## src/rtl/tensor_axi_pkg.sv

```systemverilog
// Shared AXI4 constants and helpers for the tensor accelerator memory path.
// Used by the read burst splitter and its burst-length calculator.
package tensor_axi_pkg;

    localparam logic [1:0] AXI_BURST_INCR  = 2'b01;
    localparam logic [1:0] AXI_RESP_OKAY   = 2'b00;
    localparam logic [1:0] AXI_RESP_EXOKAY = 2'b01;
    localparam logic [1:0] AXI_RESP_SLVERR = 2'b10;
    localparam logic [1:0] AXI_RESP_DECERR = 2'b11;
    localparam int         AXI_4K_BYTES    = 4096;

    function automatic int axsize_of(input int width);
        return $clog2(width / 8);
    endfunction

    // Severity ordering DECERR > SLVERR > EXOKAY > OKAY.
    function automatic logic [1:0] resp_worst(input logic [1:0] a, input logic [1:0] b);
        if (a == AXI_RESP_DECERR || b == AXI_RESP_DECERR) return AXI_RESP_DECERR;
        if (a == AXI_RESP_SLVERR || b == AXI_RESP_SLVERR) return AXI_RESP_SLVERR;
        if (a == AXI_RESP_EXOKAY || b == AXI_RESP_EXOKAY) return AXI_RESP_EXOKAY;
        return AXI_RESP_OKAY;
    endfunction

endpackage

```

## src/rtl/axi_burst_len_calc.sv

```systemverilog
// Sub-burst length: min(remaining beats, cap, beats left before the next 4 KB boundary).
// Address is assumed beat-aligned; shared with the future write splitter.
module axi_burst_len_calc
    import tensor_axi_pkg::*;
#(
    parameter int BEAT_LOG2 = 5,
    parameter int MAX_LEN   = 16
) (
    input  logic [8:0]  remaining,
    input  logic [11:0] addr_lo,
    output logic [8:0]  sub
);

    logic [12:0] to_boundary;
    logic [12:0] rem_w;
    logic [12:0] capped;
    logic [12:0] min_all;

    always_comb begin
        to_boundary = (13'(AXI_4K_BYTES) - {1'b0, addr_lo}) >> BEAT_LOG2;
        rem_w       = {4'b0, remaining};
        capped      = (rem_w < 13'(MAX_LEN)) ? rem_w : 13'(MAX_LEN);
        min_all     = (to_boundary < capped) ? to_boundary : capped;
        sub         = 9'(min_all);
    end

endmodule

```

## src/rtl/axi_rd_burst_splitter.sv

```systemverilog
// AXI4 read burst splitter: one parent INCR burst split at MAX_BURST_LEN and 4 KB boundaries,
// data returned as one burst. Optional macro AXI_RD_SPLIT_STICKY_RESP_EN keeps a sticky worst rresp.
module axi_rd_burst_splitter
    import tensor_axi_pkg::*;
#(
    parameter int ADDR_W        = 40,
    parameter int DATA_W        = 256,
    parameter int ID_W          = 4,
    parameter int MAX_BURST_LEN = 16
) (
    input  logic              clk,
    input  logic              rst,
    input  logic [ID_W-1:0]   s_arid,
    input  logic [ADDR_W-1:0] s_araddr,
    input  logic [7:0]        s_arlen,
    input  logic              s_arvalid,
    output logic              s_arready,
    output logic [ID_W-1:0]   s_rid,
    output logic [DATA_W-1:0] s_rdata,
    output logic [1:0]        s_rresp,
    output logic              s_rlast,
    output logic              s_rvalid,
    input  logic              s_rready,
    output logic [ID_W-1:0]   m_arid,
    output logic [ADDR_W-1:0] m_araddr,
    output logic [7:0]        m_arlen,
    output logic [2:0]        m_arsize,
    output logic [1:0]        m_arburst,
    output logic              m_arvalid,
    input  logic              m_arready,
    input  logic [ID_W-1:0]   m_rid,
    input  logic [DATA_W-1:0] m_rdata,
    input  logic [1:0]        m_rresp,
    input  logic              m_rlast,
    input  logic              m_rvalid,
    output logic              m_rready
);

    localparam int AXSIZE = axsize_of(DATA_W);
    localparam logic [ADDR_W-1:0] BEAT_MASK = ~((ADDR_W'(1) << AXSIZE) - ADDR_W'(1));

    localparam logic [1:0] S_IDLE  = 2'd0;
    localparam logic [1:0] S_ISSUE = 2'd1;
    localparam logic [1:0] S_DRAIN = 2'd2;

    logic [1:0]        state_q, state_d;
    logic [ID_W-1:0]   id_q, id_d;
    logic [ADDR_W-1:0] addr_q, addr_d;
    logic [8:0]        ar_left_q, ar_left_d;
    logic [8:0]        beat_left_q, beat_left_d;
    logic [8:0]        sub;
    logic              beats_pending;
    logic              s_ar_hs, m_ar_hs, r_hs;
    logic              unused_in;

    axi_burst_len_calc #(
        .BEAT_LOG2 (AXSIZE),
        .MAX_LEN   (MAX_BURST_LEN)
    ) u_len_calc (
        .remaining (ar_left_q),
        .addr_lo   (addr_q[11:0]),
        .sub       (sub)
    );

    assign beats_pending = (beat_left_q != 9'd0);
    assign s_arready     = (state_q == S_IDLE) && !rst;
    assign m_arvalid     = (state_q == S_ISSUE);
    assign m_arid        = id_q;
    assign m_araddr      = addr_q;
    assign m_arlen       = m_arvalid ? 8'(sub - 9'd1) : 8'd0;
    assign m_arsize      = 3'(AXSIZE);
    assign m_arburst     = AXI_BURST_INCR;

    // Gating on beat_left keeps stray beats from leaking past the parent's end.
    assign s_rvalid = m_rvalid && beats_pending;
    assign m_rready = s_rready && beats_pending;
    assign s_rid    = id_q;
    assign s_rdata  = m_rdata;
    assign s_rlast  = (beat_left_q == 9'd1);

    assign s_ar_hs = s_arvalid && s_arready;
    assign m_ar_hs = m_arvalid && m_arready;
    assign r_hs    = s_rvalid && s_rready;

    assign unused_in = ^{m_rid, m_rlast};

    always_comb begin
        state_d     = state_q;
        id_d        = id_q;
        addr_d      = addr_q;
        ar_left_d   = ar_left_q;
        beat_left_d = beat_left_q;
        if (r_hs) beat_left_d = beat_left_q - 9'd1;
        case (state_q)
            S_IDLE: begin
                if (s_ar_hs) begin
                    id_d        = s_arid;
                    addr_d      = s_araddr & BEAT_MASK;
                    ar_left_d   = {1'b0, s_arlen} + 9'd1;
                    beat_left_d = {1'b0, s_arlen} + 9'd1;
                    state_d     = S_ISSUE;
                end
            end
            S_ISSUE: begin
                if (m_ar_hs) begin
                    addr_d    = addr_q + (ADDR_W'(sub) << AXSIZE);
                    ar_left_d = ar_left_q - sub;
                    // Skip DRAIN when the last beat lands with the last AR.
                    if (ar_left_d == 9'd0) state_d = (beat_left_d == 9'd0) ? S_IDLE : S_DRAIN;
                end
            end
            S_DRAIN: begin
                if (beat_left_d == 9'd0) state_d = S_IDLE;
            end
            default: state_d = S_IDLE;
        endcase
    end

    always_ff @(posedge clk or posedge rst) begin
        if (rst) begin
            state_q     <= S_IDLE;
            id_q        <= '0;
            addr_q      <= '0;
            ar_left_q   <= '0;
            beat_left_q <= '0;
        end else begin
            state_q     <= state_d;
            id_q        <= id_d;
            addr_q      <= addr_d;
            ar_left_q   <= ar_left_d;
            beat_left_q <= beat_left_d;
        end
    end

`ifdef AXI_RD_SPLIT_STICKY_RESP_EN
    logic [1:0] resp_q, resp_d;

    always_comb begin
        resp_d = resp_q;
        if (s_ar_hs)   resp_d = AXI_RESP_OKAY;
        else if (r_hs) resp_d = resp_worst(resp_q, m_rresp);
    end

    always_ff @(posedge clk or posedge rst) begin
        if (rst) resp_q <= AXI_RESP_OKAY;
        else     resp_q <= resp_d;
    end

    assign s_rresp = resp_worst(resp_q, m_rresp);
`else
    assign s_rresp = m_rresp;
`endif

endmodule

```

## config.mk

```make
export PLATFORM = sky130hd
export DESIGN_NAME = axi_rd_burst_splitter
export DESIGN_NICKNAME = d
export VERILOG_FILES = /design/src/rtl/tensor_axi_pkg.sv /design/src/rtl/axi_burst_len_calc.sv /design/src/rtl/axi_rd_burst_splitter.sv
export SDC_FILE = /design/constraint.sdc
export NUM_CORES = 1
export LEC_CHECK = 0
export BUFFER_PORTS_ARGS = -buffer_cell sky130_fd_sc_hd__buf_4
export CORE_AREA = 8 8 242 244
export DETAILED_ROUTE_END_ITERATION = 12
export DIE_AREA = 0 0 250 252
export GPL_ROUTABILITY_DRIVEN = 0
export PLACE_DENSITY = 0.39
export SYNTH_ARGS = -nofsm -noshare
export SYNTH_HDL_FRONTEND = slang
export SYNTH_SLANG_ARGS = --single-unit
```

## constraint.sdc

```tcl
create_clock -name clk -period 4.75 [get_ports clk]
set_input_delay 0.95 -clock clk [delete_from_list [all_inputs] [get_ports clk]]
set_output_delay 0.95 -clock clk [all_outputs]
set_load 0.01 [all_outputs]
```

==> results of run 1 <==
[kinds of logic after synthesis]
family / count (synthesis)
buffers and inverters: 333
AND/OR/NAND/NOR: 263
AO/OA/AOI/OAI: 172
flip-flops: 59
XOR/XNOR: 36
adder cells (fa/ha/maj): 30
multiplexers: 9
other: 2
[cells in the final DEF, fill, tap and decap left out, types with 4 or more instances in the layout]
| master | Yosys | layout |
|---|---|---|
| o21a_1 | 7 | 5 |
| o21ai_4 | 0 | 7 |
| conb_1 | 2 | 14 |
| nand4_1 | 12 | 12 |
| nand2b_1 | 4 | 4 |
| o221ai_1 | 5 | 5 |
| nand2_1 | 117 | 108 |
| nor3_1 | 14 | 11 |
| o21ai_1 | 8 | 5 |
| ha_1 | 26 | 18 |
| a311oi_1 | 6 | 5 |
| nor3_2 | 2 | 4 |
| a21oi_4 | 0 | 4 |
| xor2_1 | 17 | 14 |
| nand2_4 | 0 | 7 |
| xnor2_1 | 19 | 17 |
| nor2_1 | 47 | 41 |
| o21ai_2 | 3 | 4 |
| buf_4 | 272 | 215 |
| or3_1 | 12 | 12 |
| ha_4 | 0 | 8 |
| o31ai_1 | 6 | 5 |
| nand3_1 | 20 | 15 |
| o21ai_0 | 36 | 31 |
| a32oi_1 | 8 | 8 |
| a211oi_2 | 0 | 4 |
| dfrtp_1 | 59 | 56 |
| clkinv_2 | 0 | 4 |
| and3_1 | 13 | 11 |
| a21oi_2 | 1 | 6 |
| and2_1 | 7 | 6 |
| inv_2 | 0 | 5 |
| buf_6 | 1 | 17 |
| clkbuf_16 | 0 | 9 |
| a21oi_1 | 33 | 24 |
| inv_1 | 26 | 20 |
| a21o_1 | 12 | 12 |
| mux2i_1 | 9 | 9 |
| a31oi_1 | 11 | 10 |
[critical path, cell delays in order, from the launching register on]
cell       delay [ns]
dfrtp_1          0.41
inv_2            0.12
ha_4             0.16
nand2_4          0.05
xor2_2           0.18
ha_1             0.31
and3_4           0.18
a221o_1          0.36
buf_6            0.14
nand2_4          0.07
nand2_4          0.08
o21ai_4          0.24
ha_4             0.19
inv_2            0.05
ha_4             0.15
or2_1            0.23
maj3_2           0.32
and3_1           0.15
a211o_1          0.23
xnor2_1          0.16
nand3_1          0.14
a2111oi_4        0.32
nand4_1          0.19
a21o_1           0.20
[how the worst min path moves through the flow]
| stage | from | slack (ns) | cells after the start | end |
|---|---|---|---|---|
| finish | m_arid[1]$_DFFE_PP0P_ | 0.52 | 2 | m_arid[1]$_DFFE_PP0P_ |
| global route | m_arid[1]$_DFFE_PP0P_ | 0.55 | 2 | m_arid[1]$_DFFE_PP0P_ |
| CTS | m_arid[1]$_DFFE_PP0P_ | 0.52 | 2 | m_arid[1]$_DFFE_PP0P_ |
| detailed placement | m_arid[1]$_DFFE_PP0P_ | 0.51 | 2 | m_arid[1]$_DFFE_PP0P_ |
| global placement | m_arid[0]$_DFFE_PP0P_ | 0.50 | 2 | m_arid[0]$_DFFE_PP0P_ |
| floorplan | ar_left_q[3]$_DFFE_PP0P_ | 0.48 | 2 | ar_left_q[3]$_DFFE_PP0P_ |
[per-stage QoR]
step                      worst slack [ns]  hold WS, ns  utilization
final                              0.00988        0.518        0.153
after global routing                -0.235        0.546        0.153
after CTS                          -0.0566        0.522        0.147
after detailed placement            -0.348        0.507        0.135
after global placement              -0.376        0.499        0.135
after floorplan                   -0.00925        0.484            -
[final cells by class]
class,count,area [sq um]
inverter,27,105
multi-input combinational,524,3790
sequential,59,1480
clock inverter,5,52.6
fill,6240,46300
tap,704,881
clock buffer,11,243
timing repair buffer,233,1830
[power by group]
| part | switching (mW) | total (mW) | internal [mW] |
|---|---|---|---|
| combinational | 2.73 | 5.43 | 2.70 |
| clock | 0.268 | 0.686 | 0.418 |
| sequential | 0.252 | 0.970 | 0.718 |
| total | 3.25 | 7.09 | 3.83 |
[synth_stat cells (all sizes together), types with 3 or more instances]
library cell,n,share of area
buf,279,0.30
nand2,117,0.063
dfrtp,59,0.21
nor2,47,0.025
o21ai,47,0.035
a21oi,34,0.025
clkbuf,27,0.015
ha,26,0.047
inv,26,0.014
nand3,20,0.014
xnor2,19,0.024
xor2,17,0.021
nor3,16,0.013
and3,13,0.012
or3,13,0.012
a21o,12,0.013
nand4,12,0.011
a31oi,11,0.0099
mux2i,9,0.013
a32oi,8,0.010
and2,7,0.0063
o21a,7,0.0076
a211oi,6,0.0065
a311oi,6,0.0076
o221ai,6,0.0085
o31ai,6,0.0065
nand2b,4,0.0036
nor4,4,0.0045
maj3,3,0.0043
nand3b,3,0.0032
o22a,3,0.0038
o32ai,3,0.0038
[sequential cells by signal, indices dropped and copies added, names as in the netlist]
name         flops
ar_left_q        9
state_q          2
m_arid           4
m_araddr        35
beat_left_q      9
[repair_timing]
item | 4_1_cts | 5_1_grt
gates cloned | 0 | 0
pin swaps | 45 | 44
setup buffers | 16 | 10
endpoints found under the setup margin | 38 | 35
resized for setup | 52 | 61
[routing by layer]
| layer | vias up | share of wire | track usage |
|---|---|---|---|
| li1 | 2712 | - | - |
| met3 | 105 | 0.084 | 0.0349 |
| met1 | 2775 | 0.41 | 0.0959 |
| met5 | - | 0.00043 | 0.000772 |
| met2 | 297 | 0.46 | 0.135 |
| met4 | 2 | 0.045 | 0.0447 |
==> impl_metrics.ini, run 1 <==
[power_and_ir_drop]
power.leakage_nw = 3.58
p_per_area_nw_per_um2 = 846
irDropWorstVdd_mv = 0.226
p_total_mw = 7.09

[sta]
drv_slew = 0
finalClockSkew_ns = 0.0139
fmax_ghz = 0.211
tns_ns = 0
slew-limit-headroom = 0.417
fin_crit_sh = 0.998
setup_viol_count_final = 0
rsz0062_at_grt = yes
period_needed_ns = 4.74
worst_pin_slew_ns = 0.874
finalHoldViolCount = 0

[synth]
synth_top_family_by_area = buffers and inverters
synth_edf_count = 0
ys_seq_area_frac = 0.213
synthDistinctLibCells = 67
synth-xor-area-share = 0.0454
ys_async_sr_fraction = 1.00
ys_seq_elements = 59
yosysWarnings = 0
avgSynthCellArea_sq_um = 7.68
synth_ff_type = dfrtp_1
syn-cell-area_sq_um = 6950
synth-compound-area-share = 0.169
synthMuxAreaShare = 0.0130
yosys.area_share.adder = 0.0540
yosys.area_share.simple = 0.176
synthCells = 904

[route]
drt_pass1_iterations = 6
vias = 5891
wl_per_cell_um = 17.7
ant_nets = 0
drt-total-wl_mm = 27.7
drc_errors = 0
vias_per_cell = 3.77
dr.first_iter.drc_count = 180

[layout]
stdcell_count = 1563
layout-drive-gt1-share = 0.393
num_antenna_cells = 0
area_growth_pct = 20.6
final_net_count = 1202
finalInstanceArea_sq_um = 8370

[place]
placed_cell_area_sq_um = 7360
placed_cells = 1524
dp_hpwl_mm = 21.3
numPortBuffers = 108

[grt]
grt_usage = 0.0846
antenna_found_initial = 1
gr-total-overflow = 0
grt_pass1_wl_mm = 40.2
grt_max_degree = 44
grt_pass1_vias = 6230

[floorplanning]
rows = 86
dieArea_sq_um = 63000
chipWidth_um = 250
boundaryPins = 645
core-area_sq_um = 54700
die_h_um = 252
initial_core_util = 0.127

[job]
drv_cap = 0

[clock_network]
clock_path_buffers = 2
clock_sinks = 59
cts.clk_slew.worst_paths_ns = 0.06
cts_hold_buf = 0
cts-root-buf = clkbuf_16
cts_max_level = 3
clkLatencyLatePin_ns = 0.35
cts_tree = done
cts_buffers = 9

[min_path]
hold_path_class = reg2reg

[setup_path]
critPathRequiredTime_ns = 4.98
worstSetupStartpoint = m_araddr[6]$_DFFE_PP0P_
cp-end-kind = register
reg2reg_depth = 23
critPathArrivalTime_ns = 4.97
crit_path_end = state_q[0]$_DFFE_PP0P_
worstPathMaxFanout = 4
reg2reg_slack_ns = 0.01
critPathKind = reg2reg
rr_startpoint = m_araddr[6]$_DFFE_PP0P_
start_kind = register
worstReg2RegEnd = state_q[0]$_DFFE_PP0P_

[outcome]
status = finished, final reports clean
No activity file was read; power rests on OpenSTA's default activity.
==> inputs of run 2 (changes only) <==
- RECOVER_POWER: unset -> 25
==> run 2 against run 1 <==
- the flow now finishes with violations (max-capacitance violations, max-slew violations)
- die area did not move
- critical path type unchanged
- sequential power barely moved
- design area fell by 0.54%
==> impl_metrics.ini, run 2 (synthesis gave the netlist of run 1 again) <==
[floorplanning]
boundaryPins = 645
die_h_um = 252
rows = 86
chipWidth_um = 250
dieArea_sq_um = 63000
initial_core_util = 0.127
core-area_sq_um = 54700

[sta]
rsz0062_at_grt = yes
finalHoldViolCount = 0
fmax_ghz = 0.211
fin_crit_sh = 0.998
slew-limit-headroom = -0.0516
tns_ns = 0
whs_ns = 0.507
period_needed_ns = 4.74
worst_pin_slew_ns = 1.58
setup_ws_ns = 0.00948
setup_viol_count_final = 0
drv_slew = 36
finalClockSkew_ns = 0.0139

[job]
drv_cap = 1

[layout]
final_cell_mix = buf_4 (203), nand2_1 (108), dfrtp_1 (56)
final_net_count = 1202
area_growth_pct = 19.9
largest_reg_flops = 35
num_antenna_cells = 0
finalInstanceArea_sq_um = 8330
final_common_cell = buf_4
layout-drive-gt1-share = 0.378
fill_cells = 6247

[outcome]
status = finished with violations
violations = max-capacitance violations, max-slew violations

[route]
drc_errors = 0
wl_per_cell_um = 17.7
vias = 5893
ant_nets = 0
drt_pass1_iterations = 6
dr.first_iter.drc_count = 184
vias_per_cell = 3.77
drt-total-wl_mm = 27.7

[power_and_ir_drop]
irDropWorstVdd_mv = 0.226
internal-power_mw = 3.80
p_clk_frac = 0.097
power.leakage_nw = 3.54
p_per_area_nw_per_um2 = 846
power_frac_seq = 0.137
power_frac_comb = 0.765
swShare = 0.461
power_switching_mw = 3.25

[setup_path]
start_kind = register
cp-end-kind = register
critPathArrivalTime_ns = 4.97
critPathRequiredTime_ns = 4.98
critPathKind = reg2reg
worstPathMaxFanout = 4

[clock_network]
cts.clk_slew.worst_paths_ns = 0.06
clock_path_buffers = 2
cts_tree = done
cts_hold_buf = 0
cts_buffers = 9
cts_max_level = 3
clock_sinks = 59
cts-root-buf = clkbuf_16
clkLatencyLatePin_ns = 0.35

[min_path]
hold_path_class = reg2reg

[grt]
met1_usage = 0.0959
antenna_found_initial = 1
gr-total-overflow = 0
grt_pass1_vias = 6230
busiest_layer = met2
grt_pass1_wl_mm = 40.2
grt_usage = 0.0846
grt_max_degree = 44
grtUsageMet2 = 0.135
grt.met3_usage = 0.0349

[place]
placed_cell_area_sq_um = 7360
dp_hpwl_mm = 21.3
numPortBuffers = 108
dp_worst_setup_slack_ns = -0.348
run 2: final cells by class:
| type | instances | area (sq um) | share of cell area |
|---|---|---|---|
| inverters | 27 | 105 | 0.0126 |
| clock buffers | 11 | 243 | 0.0291 |
| multi-input cells | 524 | 3790 | 0.455 |
| flip-flops and latches | 59 | 1480 | 0.178 |
| repair buffers | 233 | 1780 | 0.214 |
| well taps | 704 | 881 | 0.106 |
| clock inverters | 5 | 52.6 | 0.00631 |
run 2: per-layer routing:
metal,vias to the layer above,wire (um)
met3,105,2340
met5,-,12
met1,2772,11300
li1,2713,-
met4,2,1250
met2,301,12800
run 2: final timing paths:
kind                                    startpoint                      end  slack [ns]  cells after the start
max                        m_araddr[6]$_DFFE_PP0P_   state_q[0]$_DFFE_PP0P_       0.009                     23
min                          m_arid[1]$_DFFE_PP0P_    m_arid[1]$_DFFE_PP0P_        0.51                      2
max reg2reg                m_araddr[6]$_DFFE_PP0P_   state_q[0]$_DFFE_PP0P_       0.009                     23
min reg2reg                  m_arid[1]$_DFFE_PP0P_    m_arid[1]$_DFFE_PP0P_        0.51                      2
max in group asynchronous                      rst  m_araddr[7]$_DFFE_PP0P_        2.38                      3
min in group asynchronous                      rst   state_q[1]$_DFFE_PP0P_        1.16                      2
run 2: power by group through the flow:
stage                     combinational, mW  sequential, mW  clock, mW
after floorplan                        2.73           0.969          0
after global placement                 4.70           0.955          0
after detailed placement               4.70           0.957          0
after CTS                              5.09           0.967      0.717
after global routing                   5.95            1.01      0.732
final                                  5.39           0.969      0.686
run 2: what timing repair did:
action	4_1_cts	5_1_grt
gates resized for setup	52	61
pin swaps	45	44
setup endpoints to repair	38	35
setup buffers	16	10
run 2: stage by stage:
step / util / instances / power [mW]
6_report: 0.152 / 1563 / 7.05
3_5_place_dp: 0.135 / 1524 / 5.66
4_1_cts: 0.147 / 1556 / 6.77
2_1_floorplan: - / 916 / 3.69
3_3_place_gp: 0.135 / 1524 / 5.65
5_1_grt: 0.152 / 1563 / 7.69
run 2: worst max-delay path, stage by stage (launching register included):
cell and delay [ns]:
dfrtp_1 0.41, inv_2 0.12, ha_4 0.16, nand2_4 0.05
xor2_2 0.18, ha_1 0.31, and3_4 0.18, a221o_1 0.36
buf_6 0.14, nand2_4 0.07, nand2_4 0.08, o21ai_4 0.24
ha_4 0.19, inv_2 0.05, ha_4 0.15, or2_1 0.23
maj3_2 0.32, and3_1 0.15, a211o_1 0.23, xnor2_1 0.16
nand3_1 0.14, a2111oi_4 0.32, nand4_1 0.19, a21o_1 0.20
